<file path="config.mk">
export PLATFORM = sky130hd
export DESIGN_NAME = wide_narrow_serializer_flat
export DESIGN_NICKNAME = d
export VERILOG_FILES = /design/src/rtl/wide_narrow_serializer_if.sv /design/src/rtl/wide_narrow_serializer.sv /design/src/flat_wrapper.sv
export SDC_FILE = /design/constraint.sdc
export NUM_CORES = 1
export LEC_CHECK = 0
export ABC_AREA = 1
export BUFFER_PORTS_ARGS = -buffer_cell sky130_fd_sc_hd__buf_2
export CAP_MARGIN = 20
export CORE_ASPECT_RATIO = 0.9
export CORE_UTILIZATION = 58
export DETAILED_ROUTE_END_ITERATION = 7
export PLACE_DENSITY = 0.8
export SLEW_MARGIN = 20
export SYNTH_ARGS = -nofsm -noshare
export SYNTH_HDL_FRONTEND = slang
export SYNTH_SLANG_ARGS = --single-unit
</file>
<file path="constraint.sdc">
create_clock -name clk_4f -period 1.95 [get_ports clk_4f]
set_input_delay 0 -clock clk_4f [delete_from_list [all_inputs] [get_ports clk_4f]]
set_output_delay 0 -clock clk_4f [all_outputs]
set_load 0.01 [all_outputs]
</file>
<file path="src/rtl/wide_narrow_serializer_if.sv">
// Handshake bundle between the byte-striping stage and the per-lane encoder.
// Wide side: data_in/valid_in/ready_in. Narrow side: data_out/valid_out/ready_out/last_out.
// slave  : the serializer (consumes wide words, produces narrow beats)
// master : the surrounding logic (produces wide words, consumes narrow beats)
interface wide_narrow_serializer_if #(
    parameter int unsigned IN_W  = 32,
    parameter int unsigned OUT_W = 8
);
    logic [IN_W-1:0]  data_in;
    logic             valid_in;
    logic             ready_in;
    logic [OUT_W-1:0] data_out;
    logic             valid_out;
    logic             ready_out;
    logic             last_out;

    modport slave (
        input  data_in,
        input  valid_in,
        output ready_in,
        output data_out,
        output valid_out,
        input  ready_out,
        output last_out
    );

    modport master (
        output data_in,
        output valid_in,
        input  ready_in,
        input  data_out,
        input  valid_out,
        output ready_out,
        input  last_out
    );
endinterface

</file>
<file path="src/rtl/wide_narrow_serializer.sv">
// Wide-to-narrow lane serializer: slices each IN_W-bit word into IN_W/OUT_W beats
// on clk_4f, with a one-word prefetch buffer so a new word can be taken while the
// current one is still being shifted out.
// Ports:
//   clk_4f : fast lane clock, all state on its rising edge
//   reset  : synchronous, active-low
//   bus    : slave side of wide_narrow_serializer_if (IN_W/OUT_W must match the
//            interface instance parameters)
module wide_narrow_serializer #(
    parameter int unsigned      IN_W      = 32,
    parameter int unsigned      OUT_W     = 8,
    parameter bit               MSB_FIRST = 1'b1,
    parameter logic [OUT_W-1:0] IDLE_VAL  = '0
) (
    input  logic                     clk_4f,
    input  logic                     reset,
    wide_narrow_serializer_if.slave  bus
);

    localparam int unsigned      RATIO    = IN_W / OUT_W;
    localparam int unsigned      CNT_W    = (RATIO > 1) ? $clog2(RATIO) : 1;
    localparam logic [CNT_W-1:0] LAST_CNT = CNT_W'(RATIO - 1);

    // Reject widths that do not divide into at least two beats.
    if (((IN_W % OUT_W) != 0) || (RATIO < 2)) begin : g_param_check
        $error("wide_narrow_serializer: IN_W must be a multiple of OUT_W with IN_W/OUT_W >= 2");
    end

    logic [IN_W-1:0]  cur_q, cur_d;
    logic [IN_W-1:0]  nxt_q, nxt_d;
    logic             cur_full_q, cur_full_d;
    logic             nxt_full_q, nxt_full_d;
    logic [CNT_W-1:0] cnt_q, cnt_d;

    logic             accept;
    logic             adv;
    logic             last_beat;
    logic             fin;
    logic [CNT_W-1:0] slice_idx;
    logic [OUT_W-1:0] beat;

    // Per-cycle handshake events.
    always_comb begin
        accept    = bus.valid_in && !nxt_full_q;
        adv       = cur_full_q && bus.ready_out;
        last_beat = (cnt_q == LAST_CNT);
        fin       = adv && last_beat;
    end

    // Beat counter and word movement between input, prefetch and current registers.
    always_comb begin
        cur_d      = cur_q;
        nxt_d      = nxt_q;
        cur_full_d = cur_full_q;
        nxt_full_d = nxt_full_q;
        cnt_d      = cnt_q;

        if (adv) begin
            cnt_d = fin ? '0 : cnt_q + CNT_W'(1);
        end

        if (!cur_full_q) begin
            // nxt is never occupied while cur is empty, so the word lands in cur.
            if (accept) begin
                cur_d      = bus.data_in;
                cur_full_d = 1'b1;
            end
        end else if (fin) begin
            if (nxt_full_q) begin
                cur_d      = nxt_q;
                nxt_full_d = 1'b0;
            end else if (accept) begin
                // Bypass the prefetch register so the next word starts without a bubble.
                cur_d = bus.data_in;
            end else begin
                cur_full_d = 1'b0;
            end
        end else if (accept) begin
            nxt_d      = bus.data_in;
            nxt_full_d = 1'b1;
        end
    end

    // State registers.
    always_ff @(posedge clk_4f) begin
        if (!reset) begin
            cur_q      <= '0;
            nxt_q      <= '0;
            cur_full_q <= 1'b0;
            nxt_full_q <= 1'b0;
            cnt_q      <= '0;
        end else begin
            cur_q      <= cur_d;
            nxt_q      <= nxt_d;
            cur_full_q <= cur_full_d;
            nxt_full_q <= nxt_full_d;
            cnt_q      <= cnt_d;
        end
    end

    // Select the current beat; slice 0 is the LSB slice, so MSB-first walks downward.
    always_comb begin
        slice_idx = MSB_FIRST ? (LAST_CNT - cnt_q) : cnt_q;
        beat      = '0;
        for (int unsigned i = 0; i < RATIO; i++) begin
            if (slice_idx == CNT_W'(i)) begin
                beat = cur_q[i*OUT_W +: OUT_W];
            end
        end
    end

    // Outputs decode only registered state.
    assign bus.ready_in  = !nxt_full_q;
    assign bus.valid_out = cur_full_q;
    assign bus.last_out  = cur_full_q && last_beat;
    assign bus.data_out  = cur_full_q ? beat : IDLE_VAL;

endmodule

</file>
<file path="src/flat_wrapper.sv">
// flat-port wrapper written by rule: the top's interface ports become plain ports
module wide_narrow_serializer_flat 
#(
    parameter int unsigned      IN_W      = 32,
    parameter int unsigned      OUT_W     = 8,
    parameter bit               MSB_FIRST = 1'b1,
    parameter logic [OUT_W-1:0] IDLE_VAL  = '0
)
  (clk_4f, reset, bus_data_in, bus_valid_in, bus_ready_in, bus_data_out, bus_valid_out, bus_ready_out, bus_last_out);
  wide_narrow_serializer_if #(.IN_W(IN_W), .OUT_W(OUT_W)) bus_i ();
  input  logic clk_4f;
  input  logic reset;
  input wire logic [$bits(bus_i.data_in)-1:0] bus_data_in;
  input wire logic [$bits(bus_i.valid_in)-1:0] bus_valid_in;
  output wire logic [$bits(bus_i.ready_in)-1:0] bus_ready_in;
  output wire logic [$bits(bus_i.data_out)-1:0] bus_data_out;
  output wire logic [$bits(bus_i.valid_out)-1:0] bus_valid_out;
  input wire logic [$bits(bus_i.ready_out)-1:0] bus_ready_out;
  output wire logic [$bits(bus_i.last_out)-1:0] bus_last_out;
  assign bus_i.data_in = bus_data_in;
  assign bus_i.valid_in = bus_valid_in;
  assign bus_ready_in = bus_i.ready_in;
  assign bus_data_out = bus_i.data_out;
  assign bus_valid_out = bus_i.valid_out;
  assign bus_i.ready_out = bus_ready_out;
  assign bus_last_out = bus_i.last_out;
  wide_narrow_serializer #(.IN_W(IN_W), .OUT_W(OUT_W), .MSB_FIRST(MSB_FIRST), .IDLE_VAL(IDLE_VAL)) u_core (.clk_4f(clk_4f), .reset(reset), .bus(bus_i));
endmodule
</file>
==> qor.txt <==
status: completed
CTS max path bufs: 2
synth unique cells: 24
routed via count: 3769
register area share after synthesis: 35.8%
final-report max-slew violation count: 0
PortBufs: 46
final instance area: 0.00416 sq mm
Worst-Skew Late Latency: 0.34 ns
Area contributors post-synth: dfxtp_1, nand2_1, nand3_1
Sw Share: 32.6%
reg2reg end: u_core.nxt_q[10]
WP buf/inv: 0
Worst path depth: 6
Post-Synthesis Cells: 588
Post-Route WL: 9.38 mm
CTS tree: done
area of the die: 0.00689 sq mm
Post-CTS Setup Repair Bufs: 0
post-synthesis register bit count: 68
first-pass GRT wire length: 15.7 mm
syn_area_per_cell: 6.47 sq um
CTS root buf: clkbuf_8
H-tree Lvls: 3
flop-to-flop setup slack: 0.06 ns
critical path arrival: 2.17 ns
Die Y: 78.9 um
M3 GR Usage: 5.72%
share of layout cells above drive strength 1: 16.5%
DRT iter0 DRCs: 254
routability congestion estimate: 0.817
Crit-path slowest cell: nor2_2
area of the core: 0.00622 sq mm
peak supply drop: 421 uV
Worst Setup Path Type: reg2reg
CTS sink count: 68
starting density of the core: 61.2%
gr ovfl total: 0
Layout Nets: 655
Top Usage Layer GRT: met2
GR Layer Usage met2: 44.6%
Total Power: 3.31 mW
Setup TNS: 0 ns
Worst-Margin Slew: 0.880 ns
FP Rows: 27
Die X: 87.4 um
Static Leak: 2.01 nW
CP Launch Type: flop
RSZ-0062 raised after global routing: false
number of I/O pins: 47
critical path startpoint: u_core.cnt_q[1]
slowest stage delay, CP: 0.74 ns
largest net degree at the start of global routing: 83
vias per inst: 5.34
crit share post-route: 97.1%
logic gate share of total power: 22.3%
CP most frequent cell: nor2_1
Max-slew headroom: 41.3%
Seq pwr share: 48.2%
Worst Skew: 0.0101 ns
Worst Setup EP: u_core.nxt_q[10]
RR Startpoint: u_core.cnt_q[1]
vias in the first global route: 3406
fmax: 0.528 GHz
Tot GR Track Use: 28.8%
Yosys top cell by area: dfxtp_1
Synthesis Warnings: 0
share of the synthesized area in the top cell type: 35.8%
Layout Utilization: 66.9%
CTS clk-pin slew, worst paths: 0.07 ns
met1 GRT Util: 40.2%
CTS Buf Count: 9
Crit. End Element: flop
Pwr Density: 796 mW/mm^2
placed cell areas: 0.00397 sq mm
Mapped Area: 0.00381 sq mm
area delta synth->final: 9.20%
initial antenna violation count: 0
Routed WL per cell: 13.3 um
final hold vios: 0
P_int: 2.23 mW
Synth Net Count: 628
CP required: 2.23 ns
Pre-antenna DRT Iters: 4
Psw: 1.08 mW
fillers: 574
Max-Cap Viols: 0
count of final setup violators: 0
crit path time final: 1.89 ns
number of diodes: 0
antenna viol nets, final: 0
Crit Path Max Fanout: 18
critical-path cell list: ha_1 > nand3_4 > nand2_4 > nor2_2 > nor2_1 > nor2_1
DRC viols: 0
R2R depth: 6
crit-path leading delay family: simple AND/OR/NAND/NOR gates
DP Wirelength: 6.10 mm
highest-count cells in the layout ignoring fill and taps: nand2_1, nor2_1, inv_1
most common cell after layout, fill and taps aside: nand2_1
clock share of power: 29.5%
min-delay worst type: in2reg
## logic make-up after synthesis
family                     Yosys count  share of synthesized area (%)
adders and majority gates            4                           1.31
and+or+nand+nor                    300                           33.0
buffers and inverters              123                           15.6
AOI/OAI and AO/OA                   93                           14.2
DFF                                 68                           35.8
## layout make-up
type	instances	area (sq um)	share of cell area (%)
tap	87	109	2.62
clock inverter	3	15.0	0.361
timing repair buffer	58	360	8.67
multi-input combinational	398	1870	45.1
clock buffer	12	135	3.25
inverter	80	303	7.28
sequential	68	1360	32.8
## layer usage
layer,vias to the layer above,share of wire [%]
met5,-,0
met4,0,1.6
met3,18,5.6
met2,128,45
met1,1740,48
li1,1883,-
## per-stage QoR
step / setup slack (ns) / std cells / hold WS, ns
floorplan: 0.577 / 588 / 0.165
global placement: 0.235 / 689 / 0.330
detailed placement: 0.184 / 689 / 0.350
CTS: 0.0593 / 705 / 0.0395
global route: 0.0316 / 706 / 0.0648
finish: 0.0567 / 706 / 0.0388
## cell usage after synthesis
library cell	count
inv_1	79
buf_6	7
buf_1	1
nand2_2	3
buf_4	3
inv_4	1
nor2_4	1
buf_2	17
nor2_1	96
a21oi_1	31
nand3_4	1
buf_8	1
o21ai_0	41
dfxtp_1	68
a21oi_2	20
buf_12	2
clkbuf_1	10
a31oi_1	1
nand4_1	2
nand3_1	72
clkbuf_2	2
nand2_1	124
ha_1	4
nand2_4	1
## timing repair
item / 4_1_cts / 5_1_grt
cloned: 0 / 1
endpoints found under the setup margin: 2 / 10
gates resized for setup: 1 / 6
hold buffers: 1 / 0
hold endpoints to repair: 2 / 0
pin swaps: 0 / 1
## worst min-delay path: cells and delay by family
family / cells / cell delay [ns]
simple gates: 2 / 0.16
buf+inv: 2 / 0.10
compound gates: 1 / 0.09
## power by group through the flow
stage	logic (mW)	clock network (mW)	registers, mW
finish	0.736	0.977	1.60
CTS	0.721	0.980	1.59
global placement	0.688	0	1.62
global route	0.828	1.04	1.61
floorplan	0.575	0	1.60
detailed placement	0.715	0	1.62
## sequential cells by signal, indices dropped and copies added, names as in the netlist
register	cells
u_core.nxt_q	32
u_core.bus.valid_out	1
u_core.cur_q	32
u_core.cnt_q	2
u_core.nxt_full_q	1
## worst min-delay path by stage
stage                         start                to  slack [ns]  depth (start not counted)
CTS                  bus_data_in[7]   u_core.nxt_q[7]        0.04                          5
detailed placement    bus_ready_out   u_core.cnt_q[1]        0.35                          3
global placement      bus_ready_out   u_core.cnt_q[0]        0.33                          3
global route        bus_data_in[21]  u_core.nxt_q[21]        0.06                          5
floorplan             bus_ready_out   u_core.cnt_q[0]        0.17                          2
finish               bus_data_in[4]   u_core.nxt_q[4]        0.04                          5
(Power assumes the default switching activity.)
